--- src/rtl/tmds_encoder_multi.sv ---
// Multi-channel TMDS symbol encoder: video (8b/10b with running disparity),
// control, TERC4 and guard-band symbols through a 2-stage, clock-enabled pipeline.
`timescale 1ns/1ps
module tmds_encoder_multi #(
  parameter int CHANNELS = 3,
  parameter bit TERC4_EN = 1'b1
) (
  input  logic                  clk,
  input  logic                  rst,
  input  logic                  en,
  input  logic [1:0]            mode,
  input  logic [CHANNELS*8-1:0] data,
  input  logic [CHANNELS*2-1:0] ctrl,
  input  logic [CHANNELS*4-1:0] aux,
  output logic [CHANNELS*10-1:0] sym,
  output logic                  valid_out,
  output logic [CHANNELS*5-1:0] disparity
);

  localparam logic [1:0] MODE_VIDEO = 2'b00;
  localparam logic [1:0] MODE_CTRL  = 2'b01;
  localparam logic [1:0] MODE_TERC4 = 2'b10;
  localparam logic [1:0] MODE_GUARD = 2'b11;

  localparam logic [9:0] CTRL_TOKEN_00 = 10'b1101010100;

  function automatic logic [9:0] ctrl_token(input logic [1:0] c);
    case (c)
      2'b00:   ctrl_token = 10'b1101010100;
      2'b01:   ctrl_token = 10'b0010101011;
      2'b10:   ctrl_token = 10'b0101010100;
      default: ctrl_token = 10'b1010101011;
    endcase
  endfunction

  function automatic logic [9:0] terc4_token(input logic [3:0] a);
    case (a)
      4'h0:    terc4_token = 10'b1010011100;
      4'h1:    terc4_token = 10'b1001100011;
      4'h2:    terc4_token = 10'b1011100100;
      4'h3:    terc4_token = 10'b1011100010;
      4'h4:    terc4_token = 10'b0101110001;
      4'h5:    terc4_token = 10'b0100011110;
      4'h6:    terc4_token = 10'b0110001110;
      4'h7:    terc4_token = 10'b0100111100;
      4'h8:    terc4_token = 10'b1011001100;
      4'h9:    terc4_token = 10'b0100111001;
      4'hA:    terc4_token = 10'b0110011100;
      4'hB:    terc4_token = 10'b1011000110;
      4'hC:    terc4_token = 10'b1010001110;
      4'hD:    terc4_token = 10'b1001110001;
      4'hE:    terc4_token = 10'b0101100011;
      default: terc4_token = 10'b1011000011;
    endcase
  endfunction

  // Shared stage-1 state; the reset value of r_mode1 makes a flushed
  // pipeline emit control token 00.
  logic [1:0] r_mode1;
  logic       r_v1;
  logic       r_v2;
  logic [1:0] w_mode_eff;

  always_ff @(posedge clk or negedge rst) begin
    if (!rst) begin
      r_mode1 <= MODE_CTRL;
      r_v1    <= 1'b0;
      r_v2    <= 1'b0;
    end else if (en) begin
      r_mode1 <= mode;
      r_v1    <= 1'b1;
      r_v2    <= r_v1;
    end
  end

  always_comb begin
    w_mode_eff = r_mode1;
    if ((r_mode1 == MODE_TERC4) && !TERC4_EN) w_mode_eff = MODE_CTRL;
  end

  assign valid_out = r_v2;

  for (genvar g = 0; g < CHANNELS; g++) begin : g_ch
    localparam logic [9:0] GUARD_SYM = ((g % 2) == 0) ? 10'b1011001100 : 10'b0100110011;

    logic [7:0]        w_d;
    logic [3:0]        w_n1d;
    logic              w_xnor;
    logic [8:0]        w_qm;
    logic [3:0]        w_n1q;
    logic [8:0]        r_qm;
    logic [3:0]        r_n1q;
    logic [1:0]        r_ctrl;
    logic [3:0]        r_aux;
    logic [9:0]        r_sym;
    logic signed [4:0] r_cnt;
    logic [9:0]        w_sym_nxt;
    logic signed [4:0] w_cnt_nxt;
    logic signed [4:0] w_diff;

    assign w_d = data[8*g +: 8];

    always_comb begin
      w_n1d = '0;
      for (int b = 0; b < 8; b++) w_n1d = w_n1d + 4'(w_d[b]);
      w_xnor = (w_n1d > 4'd4) || ((w_n1d == 4'd4) && !w_d[0]);
      w_qm    = '0;
      w_qm[0] = w_d[0];
      for (int b = 1; b < 8; b++)
        w_qm[b] = w_xnor ? ~(w_qm[b-1] ^ w_d[b]) : (w_qm[b-1] ^ w_d[b]);
      w_qm[8] = ~w_xnor;
      w_n1q = '0;
      for (int b = 0; b < 8; b++) w_n1q = w_n1q + 4'(w_qm[b]);
    end

    // N1-N0 = 2*N1-8; computed modulo 32, exact over its -8..8 range.
    assign w_diff = $signed({r_n1q, 1'b0}) - 5'sd8;

    always_comb begin
      w_sym_nxt = CTRL_TOKEN_00;
      w_cnt_nxt = '0;
      case (w_mode_eff)
        MODE_VIDEO: begin
          if ((r_cnt == 5'sd0) || (r_n1q == 4'd4)) begin
            w_sym_nxt = {~r_qm[8], r_qm[8], r_qm[8] ? r_qm[7:0] : ~r_qm[7:0]};
            w_cnt_nxt = r_cnt + (r_qm[8] ? w_diff : -w_diff);
          end else if ((!r_cnt[4] && (r_n1q > 4'd4)) || (r_cnt[4] && (r_n1q < 4'd4))) begin
            w_sym_nxt = {1'b1, r_qm[8], ~r_qm[7:0]};
            w_cnt_nxt = r_cnt + (r_qm[8] ? 5'sd2 : 5'sd0) - w_diff;
          end else begin
            w_sym_nxt = {1'b0, r_qm[8], r_qm[7:0]};
            w_cnt_nxt = r_cnt + w_diff - (r_qm[8] ? 5'sd0 : 5'sd2);
          end
        end
        MODE_CTRL:  w_sym_nxt = ctrl_token(r_ctrl);
        MODE_TERC4: w_sym_nxt = terc4_token(r_aux);
        MODE_GUARD: w_sym_nxt = GUARD_SYM;
        default:    w_sym_nxt = CTRL_TOKEN_00;
      endcase
    end

    always_ff @(posedge clk or negedge rst) begin
      if (!rst) begin
        r_qm   <= '0;
        r_n1q  <= '0;
        r_ctrl <= '0;
        r_aux  <= '0;
        r_sym  <= CTRL_TOKEN_00;
        r_cnt  <= '0;
      end else if (en) begin
        r_qm   <= w_qm;
        r_n1q  <= w_n1q;
        r_ctrl <= ctrl[2*g +: 2];
        r_aux  <= aux[4*g +: 4];
        r_sym  <= w_sym_nxt;
        r_cnt  <= w_cnt_nxt;
      end
    end

    assign sym[10*g +: 10]      = r_sym;
    assign disparity[5*g +: 5] = r_cnt;
  end

endmodule

--- config.mk ---
export PLATFORM = sky130hd
export DESIGN_NAME = tmds_encoder_multi
export DESIGN_NICKNAME = d
export VERILOG_FILES = /design/src/rtl/tmds_encoder_multi.sv
export SDC_FILE = /design/constraint.sdc
export NUM_CORES = 1
export LEC_CHECK = 0
export CORE_UTILIZATION = 55
export CTS_CLUSTER_DIAMETER = 120
export CTS_CLUSTER_SIZE = 8
export DETAILED_ROUTE_END_ITERATION = 6
export PLACE_DENSITY_LB_ADDON = 0.15
export SLEW_MARGIN = 20
export SYNTH_ARGS = -nofsm -noshare
export SYNTH_HDL_FRONTEND = slang
export SYNTH_SLANG_ARGS = --single-unit
--- constraint.sdc ---
create_clock -name clk -period 3.5 [get_ports clk]
set_input_delay 0.7 -clock clk [delete_from_list [all_inputs] [get_ports clk]]
set_output_delay 0.7 -clock clk [all_outputs]
set_load 0.05 [all_outputs]
==> impl_metrics.ini, run 1 <==
[outcome]
status = complete, but fails checks
failed_checks = setup timing

[critical_path]
cp_slowest_cell = fa_2
critPathRequiredTime_ns = 3.73
crit_arrival_ns = 6.06
path_cells = buf_8 -> inv_8 -> fa_1 -> fa_1 -> fa_1 -> inv_1 -> ha_2 -> fa_1 -> nor3b_2 -> o21ai_1 -> a21o_2 -> xnor2_2 -> fa_1 -> fa_1 -> inv_1 -> fa_2 -> ha_4 -> inv_2 -> fa_2 -> xnor2_2 -> nand2_1 -> o21ai_1
start_kind = input port
r2r-start = g_ch[2].r_cnt[1]$_DFFE_PN0P_
cp-end-kind = register
critPathLaunch = data[11]
cpPeakStageDelay_ns = 0.54
path_max_fanout = 3
path_common_cell = fa_1
rrSetupSlack_ns = 0.94
crit_type = in -> reg

[detailed_routing]
viasPerCell = 5.30
first_pass_iters = 5
wire_per_inst_um = 15.3
via_count = 6821
drc = 0
drt-initial-drc-count = 324
drtAntennaViolNets = 0
drt-total-wl_um = 19700

[sta]
fmax_mhz = 172
min_period_ns = 5.83
worst_pin_slew_ns = 0.689
setup_slack_ns = -2.33
setup_viol = 26
fin_setup_tns_ns = -29.48
hold_violations = 0
skew_ns = 0.00845
max_slew_margin_pct = 54.0
fin_crit_sh_pct = 166
finalMaxSlewViolations = 0
hold_ws_ns = 0.387
rsz0062_at_grt = true

[logic_synthesis]
synth_cells = 924
yosys.area.top_type = dfrtp_1
synth_warnings = 0
synth.distinct_cells = 48
ys_async_sr_fraction_pct = 100
synth-main-ff-cell = dfrtp_1
synth_area_um2 = 8720
synthTopCellsByCount = inv_1 (121), ha_1 (98), dfrtp_1 (87)
synth_most_common_cell = inv_1
synth-edff-count = 0
syn_area_per_cell_um2 = 9.44
synthTopCellsByArea = dfrtp_1 (25%), ha_1 (14%), fa_1 (8.5%)
synth_top_cell_area_share_pct = 25.0
yosysSeqAreaShare_pct = 29.8
ys_ff_latch = 103

[global_route]
grt_pass1_wl_um = 32600
first_global_vias = 6678
antenna_found_initial = 0
grt_max_degree = 53
grt.overflow.total = 0
grt.total_usage_pct = 25.4

[clock_network]
cts_max_level = 3
clk-insertion-delay-late_ns = 0.36
path_clk_slew_ns = 0.07
clock_sinks = 103
root_buffer = clkbuf_16
cts.path.max_buffers = 2
hold_buffers = 0
cts_tree = built
cts_buffers = 9

[finish]
fill_cells = 1137
area_delta_synth_final_pct = 27.4
fin_area_um2 = 11100
antenna_cells = 0
drive_gt1_share_pct = 22.0
final-instance-count-excl-fill = 1288
final_util_pct = 72.5
fin_nets = 1254

[floorplan]
die_h_um = 128
io_pins = 93
initial_utilization_pct = 57.0
die-width_um = 128
core_um2 = 15300
dieArea_um2 = 16400
num_rows = 45

[placement]
place_inst = 1256
place_hpwl_um = 14400
gp_congestion = 0.874
port-buffer-count = 89
postPlaceCellArea_um2 = 10400

[worst_hold_path]
hp-class = in -> async

[power_and_ir_drop]
leakagePower_nw = 5.15
ir_drop_mv = 0.803
p_per_area_nw_per_um2 = 1010

[flow_run]
cap_violations = 0
## final timing paths
| check | to | cells after the start |
|---|---|---|
| setup reg to reg | g_ch[2].r_cnt[4]$_DFFE_PN0P_ | 10 |
| max in group asynchronous | g_ch[2].r_sym[8]$_DFFE_PN1P_ | 2 |
| hold reg to reg | r_v1$_DFFE_PN0P_ | 1 |
| hold / removal | g_ch[0].r_qm[0]$_DFFE_PN0P_ | 1 |
| setup / recovery | g_ch[1].r_n1q[2]$_DFFE_PN0P_ | 22 |
| min in group clk | r_v1$_DFFE_PN0P_ | 1 |
## worst max-delay path, delay by kind of cell
kind                     cells  cell delay (ns)
AO/OA/AOI/OAI                3             0.39
AND/OR/NAND/NOR              2             0.27
XOR/XNOR                     2             0.30
adder cells (fa/ha/maj)     10             4.15
buffers and inverters        5             0.26
## state kept, by name, indices dropped and copies added, names as in the netlist
signal and flops:
g_ch.r_aux 12, g_ch.r_cnt 12, g_ch.r_ctrl 6, g_ch.r_n1q 12
g_ch.r_qm 27, g_ch.r_sym 30, r_mode1 2, r_v1 1
valid_out 1
## cell type report
cell class	count	area [um2]	share of cell area, %
Clock buffer	14	274	2.47
Clock inverter	2	15.0	0.135
Inverter	121	477	4.29
Multi-Input combinational cell	656	5820	52.4
Sequential cell	103	2600	23.4
Tap cell	211	264	2.38
Timing Repair Buffer	181	1660	14.9
## logic make-up after synthesis
family / after synthesis / share of synthesized area [%]
adder cells (fa/ha/maj): 135 / 22.6
other: 1 / 0.0430
AO/OA/AOI/OAI: 200 / 14.5
buffers and inverters: 167 / 7.53
XOR/XNOR: 98 / 10.7
multiplexers: 52 / 6.38
flip-flops: 103 / 29.8
AND/OR/NAND/NOR: 168 / 8.49
## per-layer routing
| layer | GRT usage [%] | wire [um] | up-vias |
|---|---|---|---|
| li1 | - | - | 3373 |
| met1 | 36.0 | 9320 | 3295 |
| met2 | 41.2 | 9430 | 136 |
| met3 | 3.21 | 691 | 17 |
| met4 | 6.85 | 284 | 0 |
| met5 | 0 | 0 | - |
## metrics by stage
step / setup slack (ns) / total power, mW
CTS: -2.31 / 10.9
floorplan: -2.41 / 7.49
global placement: -3.03 / 9.01
global route: -2.50 / 12.2
detailed placement: -3.19 / 9.28
finish: -2.33 / 11.2
## placed cells by master (no fill, tap or decap), types with 9 or more instances in the layout
cell type / synthesis / final
buf_4: 4 / 76
xnor2_1: 57 / 46
a21oi_1: 54 / 48
xnor2_2: 8 / 15
nor2b_1: 17 / 17
a21o_1: 14 / 13
fa_1: 37 / 30
a21oi_2: 3 / 9
a221oi_1: 14 / 14
clkdlybuf4s50_1: 0 / 78
a31oi_1: 13 / 13
nor3_1: 12 / 11
nor2_1: 78 / 78
mux2i_1: 26 / 26
nand2_1: 42 / 41
xor2_1: 31 / 26
o21ai_0: 52 / 44
buf_6: 2 / 20
dfstp_2: 16 / 16
inv_1: 121 / 106
o22ai_1: 13 / 12
dfrtp_1: 87 / 87
clkbuf_16: 0 / 9
inv_2: 0 / 12
ha_1: 98 / 89
mux2_2: 24 / 21
## what timing repair did
| action | 4_1_cts | 5_1_grt |
|---|---|---|
| pin swaps | 41 | 34 |
| endpoints found under the setup margin | 27 | 27 |
| gates resized for setup | 84 | 24 |
| hold endpoints to repair | 0 | 0 |
| buffers inserted | 14 | 11 |
| cloned | 0 | 0 |
## power by group
group / internal, mW / leakage, nW / total [mW] / switching (mW)
Combinational: 4.02 / 3.81 / 8.26 / 4.24
Clock: 0.542 / 0.135 / 0.992 / 0.450
Sequential: 1.59 / 1.21 / 1.97 / 0.377
No activity file was read; power rests on OpenSTA's default activity.
==> run 2: changes to the inputs <==
--- a/config.mk
+++ b/config.mk
@@ -9,6 +9,7 @@
 export CTS_CLUSTER_DIAMETER = 120
 export CTS_CLUSTER_SIZE = 8
 export DETAILED_ROUTE_END_ITERATION = 6
+export GPL_TIMING_DRIVEN = 0
 export PLACE_DENSITY_LB_ADDON = 0.15
 export SLEW_MARGIN = 20
 export SYNTH_ARGS = -nofsm -noshare
==> run 2 against run 1 <==
The run still ends with setup timing left. Global-route usage is 1.7 points higher. Fmax is 1.7% lower. Largest power group unchanged. Critical path type unchanged. Die area stayed put.
==> impl_metrics.ini, run 2 (same netlist as run 1, synthesis figures left out) <==
[outcome]
failed_checks = setup timing
status = complete, but fails checks

[clock_network]
clock_sinks = 103
cts.path.max_buffers = 2
root_buffer = clkbuf_16
cts_max_level = 3
cts_tree = built
path_clk_slew_ns = 0.07
clk-insertion-delay-late_ns = 0.36
cts_buffers = 9

[global_route]
antenna_found_initial = 0
first_global_vias = 6677
grt_max_degree = 81
grt_pass1_wl_um = 34200
grt.overflow.total = 0
grt.total_usage_pct = 27.1

[detailed_routing]
first_pass_iters = 5
drc = 0
viasPerCell = 5.47
drtAntennaViolNets = 0
drt-initial-drc-count = 423
drt-total-wl_um = 21600
via_count = 6913
wire_per_inst_um = 17.1

[floorplan]
core_um2 = 15300
io_pins = 93
dieArea_um2 = 16400
num_rows = 45
die_h_um = 128
initial_utilization_pct = 57.0
die-width_um = 128

[critical_path]
crit_arrival_ns = 6.15
path_max_fanout = 3
start_kind = input port
critPathRequiredTime_ns = 3.73
cp-end-kind = register
crit_type = in -> reg

[finish]
final-instance-count-excl-fill = 1263
area_delta_synth_final_pct = 23.2
layout_commonest_cell = inv_1
largest_reg_flops = 30
final_util_pct = 70.1
fin_nets = 1229
regMostFlops = g_ch.r_sym
drive_gt1_share_pct = 16.4
antenna_cells = 0
largest_registers = g_ch.r_sym: 30 flops, g_ch.r_qm: 27 flops
layout_common_cells = inv_1 (107), ha_1 (92), dfrtp_1 (87), nor2_1 (78), clkdlybuf4s50_1 (75)

[sta]
setup_slack_ns = -2.42
rsz0062_at_grt = true
hold_violations = 0
finalMaxSlewViolations = 0
fin_setup_tns_ns = -29.58
setup_viol = 25
skew_ns = 0.00890
fin_crit_sh_pct = 169
min_period_ns = 5.92
fmax_mhz = 169
max_slew_margin_pct = 35.5
worst_pin_slew_ns = 0.968

[flow_run]
cap_violations = 0

[power_and_ir_drop]
power_mw = 11.0
ir_drop_mv = 0.629
leakagePower_nw = 4.93
p_per_area_nw_per_um2 = 1020

[placement]
post-place-ws_ns = -3.34
place_inst = 1226
port-buffer-count = 88
gp_congestion = 0.916
place_hpwl_um = 15900

[worst_hold_path]
hp-class = in -> async
run 2: timing repair:
action | 4_1_cts | 5_1_grt
buffers inserted | 15 | 8
hold buffers | 0 | 0
endpoints found under the setup margin | 27 | 27
pin swaps | 29 | 33
gates resized for setup | 81 | 28
run 2: layout make-up:
class                      instances  area, um2
buffer                            45        199
multi-input combinational        656       5780
inverter                         121        484
fill                            1200       4570
clock inverter                     6       36.3
sequential                       103       2600
tap                              211        264
clock buffer                      10        239
timing repair buffer             111       1140
run 2: stage by stage:
stage          instance area, um2  hold slack (ns)
5_1_grt                     10700            0.213
2_1_floorplan                8890            0.404
6_report                    10700            0.197
3_5_place_dp                10100            0.455
3_3_place_gp                10000            0.447
4_1_cts                     10600            0.203
run 2: worst max-delay path, stage by stage:
cell and delay [ns]:
buf_8 0.08, inv_4 0.03, fa_1 0.55, fa_1 0.44, fa_1 0.49, inv_1 0.04, ha_2 0.17, fa_1 0.44
nor3b_2 0.21, o21ai_1 0.09, a21o_2 0.28, xor2_4 0.18, fa_1 0.60, xor2_1 0.18, ha_1 0.28, inv_2 0.07
fa_1 0.43, inv_2 0.09, ha_4 0.13, inv_2 0.04, fa_2 0.34, xnor2_2 0.14, nand2_1 0.07, o21ai_1 0.07
run 2: layer usage:
| layer | up-vias | share of wire (%) | wire length, um | track usage, % |
|---|---|---|---|---|
| met1 | 3361 | 45 | 9750 | 38.4 |
| met3 | 26 | 5.4 | 1160 | 3.09 |
| li1 | 3332 | - | - | - |
| met5 | - | 0 | 0 | 0 |
| met2 | 194 | 48 | 10300 | 43.8 |
| met4 | 0 | 1.6 | 356 | 8.37 |
run 2: worst paths after layout:
| path | startpoint | endpoint | slack, ns | cells after the start |
|---|---|---|---|---|
| worst min register to register | r_v1$_DFFE_PN0P_ | r_v1$_DFFE_PN0P_ | 0.47 | 1 |
| worst max register to register | g_ch[2].r_n1q[0]$_DFFE_PN0P_ | g_ch[2].r_sym[7]$_DFFE_PN0P_ | 0.88 | 10 |
| worst min-delay path | rst | g_ch[0].r_qm[0]$_DFFE_PN0P_ | 0.20 | 1 |
| worst max-delay path | data[17] | g_ch[2].r_n1q[2]$_DFFE_PN0P_ | -2.42 | 24 |
| max in group asynchronous | rst | g_ch[1].r_sym[4]$_DFFE_PN1P_ | 2.60 | 2 |
| min in group clk | r_v1$_DFFE_PN0P_ | r_v1$_DFFE_PN0P_ | 0.47 | 1 |
run 2: report_power, final:
part / internal (mW) / total [mW] / switching (mW)
clock network: 0.498 / 0.960 / 0.462
registers: 1.59 / 1.93 / 0.340
logic: 3.80 / 8.08 / 4.28
==> run 3: changes to the inputs <==
--- a/config.mk
+++ b/config.mk
@@ -11,6 +11,8 @@
 export DETAILED_ROUTE_END_ITERATION = 6
 export GPL_TIMING_DRIVEN = 0
 export PLACE_DENSITY_LB_ADDON = 0.15
+export RECOVER_POWER = 25
+export SKIP_LAST_GASP = 1
 export SLEW_MARGIN = 20
 export SYNTH_ARGS = -nofsm -noshare
 export SYNTH_HDL_FRONTEND = slang
==> run 3 against run 2 <==
Highest routed layer unchanged. Clock-buffer cell count unchanged. Sequential power about the same. Global-route usage about the same. The flow still finishes with violations (setup timing). Via count up 0.45%. Fmax about the same. Setup slack better by 0.0021 ns. Critical path type unchanged. Non-clock buffer count unchanged. Power down 0.33%.
==> impl_metrics.ini, run 3 (same netlist as run 1, synthesis figures left out) <==
[clock_network]
path_clk_slew_ns = 0.07
cts_max_level = 3
cts_tree = built
clock_sinks = 103
cts.path.max_buffers = 2
hold_buffers = 0
clk-insertion-delay-late_ns = 0.35
cts_buffers = 9
root_buffer = clkbuf_16

[floorplan]
initial_utilization_pct = 57.0
die_h_um = 128
io_pins = 93
num_rows = 45
core_um2 = 15300
die-width_um = 128
dieArea_um2 = 16400

[critical_path]
start_kind = input port
crit_arrival_ns = 6.15
path_cells = buf_8 -> inv_4 -> fa_1 -> fa_1 -> fa_1 -> inv_1 -> ha_2 -> fa_1 -> nor3b_2 -> o21ai_1 -> a21o_2 -> xor2_4 -> fa_1 -> xor2_1 -> ha_1 -> inv_2 -> fa_1 -> inv_2 -> ha_4 -> inv_2 -> fa_2 -> xnor2_2 -> nand2_1 -> o21ai_1
path_max_fanout = 3
rrSetupSlack_ns = 0.85
cpPeakStageDelay_ns = 0.61
crit_type = in -> reg
path_common_cell = fa_1
critPathRequiredTime_ns = 3.73
r2r-start = g_ch[2].r_n1q[0]$_DFFE_PN0P_
r2r_cells = 10
cp_slowest_cell = fa_1
r2r-end = g_ch[2].r_sym[7]$_DFFE_PN0P_
cp-end-kind = register

[detailed_routing]
drtAntennaViolNets = 0
first_pass_iters = 5
viasPerCell = 5.50
drc = 0
wire_per_inst_um = 17.1
via_count = 6944
drt-initial-drc-count = 454
drt-total-wl_um = 21600

[finish]
regMostFlops = g_ch.r_sym
regArea_um2 = 2600
antenna_cells = 0
layout_commonest_cell = inv_1
drive_gt1_share_pct = 16.3
layout_common_cells = inv_1 (107), ha_1 (92), dfrtp_1 (87), nor2_1 (78), clkdlybuf4s50_1 (75)
final-instance-count-excl-fill = 1263
largest_reg_flops = 30
largest_registers = g_ch.r_sym: 30 flops, g_ch.r_qm: 27 flops
fill_cells = 1202
fin_nets = 1229
multi_input_area_um2 = 5770
area_delta_synth_final_pct = 22.7

[sta]
setup_viol = 25
worst_pin_slew_ns = 1.31
finalMaxSlewViolations = 0
fmax_mhz = 169
hold_ws_ns = 0.471
fin_crit_sh_pct = 169
fin_setup_tns_ns = -29.65
rsz0062_at_grt = true
min_period_ns = 5.92
hold_violations = 0
skew_ns = 0.00562
setup_slack_ns = -2.42
max_slew_margin_pct = 12.5

[global_route]
grt_max_degree = 81
grt_pass1_wl_um = 34100
first_global_vias = 6665
grt.overflow.total = 0
grt.total_usage_pct = 27.1
antenna_found_initial = 0

[power_and_ir_drop]
leakagePower_nw = 4.91
power_mw = 10.9
p_per_area_nw_per_um2 = 1020
ir_drop_mv = 0.629

[placement]
place_hpwl_um = 15900
place_inst = 1226
port-buffer-count = 88
post-place-ws_ns = -3.34
gp_congestion = 0.916

[worst_hold_path]
hp-class = reg -> reg
whs_path_depth = 1
hold-path-endpoint = r_v1$_DFFE_PN0P_
min_from = r_v1$_DFFE_PN0P_

[outcome]
status = complete, but fails checks
failed_checks = setup timing

[flow_run]
cap_violations = 0
run 3: report_power, final:
| part | total (mW) | internal (mW) | leakage (nW) | switching, mW |
|---|---|---|---|---|
| Combinational | 8.05 | 3.78 | 3.56 | 4.27 |
| Sequential | 1.93 | 1.59 | 1.21 | 0.340 |
| Clock | 0.958 | 0.498 | 0.138 | 0.460 |
| Total | 10.9 | 5.87 | 4.91 | 5.07 |
run 3: worst max-delay path by stage:
stage | from | endpoint | slack, ns | cells after the start
final | data[17] | g_ch[2].r_n1q[2]$_DFFE_PN0P_ | -2.42 | 24
after CTS | data[17] | g_ch[2].r_n1q[2]$_DFFE_PN0P_ | -2.37 | 24
after floorplan | data[19] | g_ch[2].r_n1q[1]$_DFFE_PN0P_ | -2.41 | 22
after detailed placement | data[11] | g_ch[1].r_n1q[1]$_DFFE_PN0P_ | -3.34 | 20
after global placement | data[19] | g_ch[2].r_n1q[2]$_DFFE_PN0P_ | -3.27 | 25
after global routing | data[17] | g_ch[2].r_n1q[2]$_DFFE_PN0P_ | -2.66 | 24
run 3: stage by stage:
step	cell area (um2)	util (%)
after floorplan	8890	-
after global placement	10000	65.5
after detailed placement	10100	65.7
after CTS	10600	68.9
after global routing	10700	69.9
final	10700	69.9
run 3: critical path, delay by kind of cell:
kind                     cells  cell delay (ns)
AO/OA/AOI/OAI                3             0.44
XOR/XNOR                     3             0.50
adder cells (fa/ha/maj)     10             3.87
buffers and inverters        6             0.35
AND/OR/NAND/NOR              2             0.28
run 3: repair_timing:
| item | in CTS | in global routing |
|---|---|---|
| setup endpoints to repair | 27 | 27 |
| pin swaps | 29 | 33 |
| setup buffers | 15 | 8 |
| gates resized for setup | 78 | 27 |
| cloned | 0 | 0 |
run 3: layer usage:
layer / share of wire, % / up-vias / global-route usage, %
li1: - / 3337 / -
met1: 45 / 3367 / 38.6
met2: 48 / 217 / 43.5
met3: 5.7 / 23 / 3.05
met4: 1.5 / 0 / 8.51
met5: 0 / - / 0
run 3: final cells by class:
type	instances	area share (%)
Multi-Input combinational cell	656	53.9
Sequential cell	103	24.3
Timing Repair Buffer	111	10.4
Inverter	121	4.52
Tap cell	211	2.47
Clock buffer	10	2.23
Buffer	45	1.86
Clock inverter	6	0.339
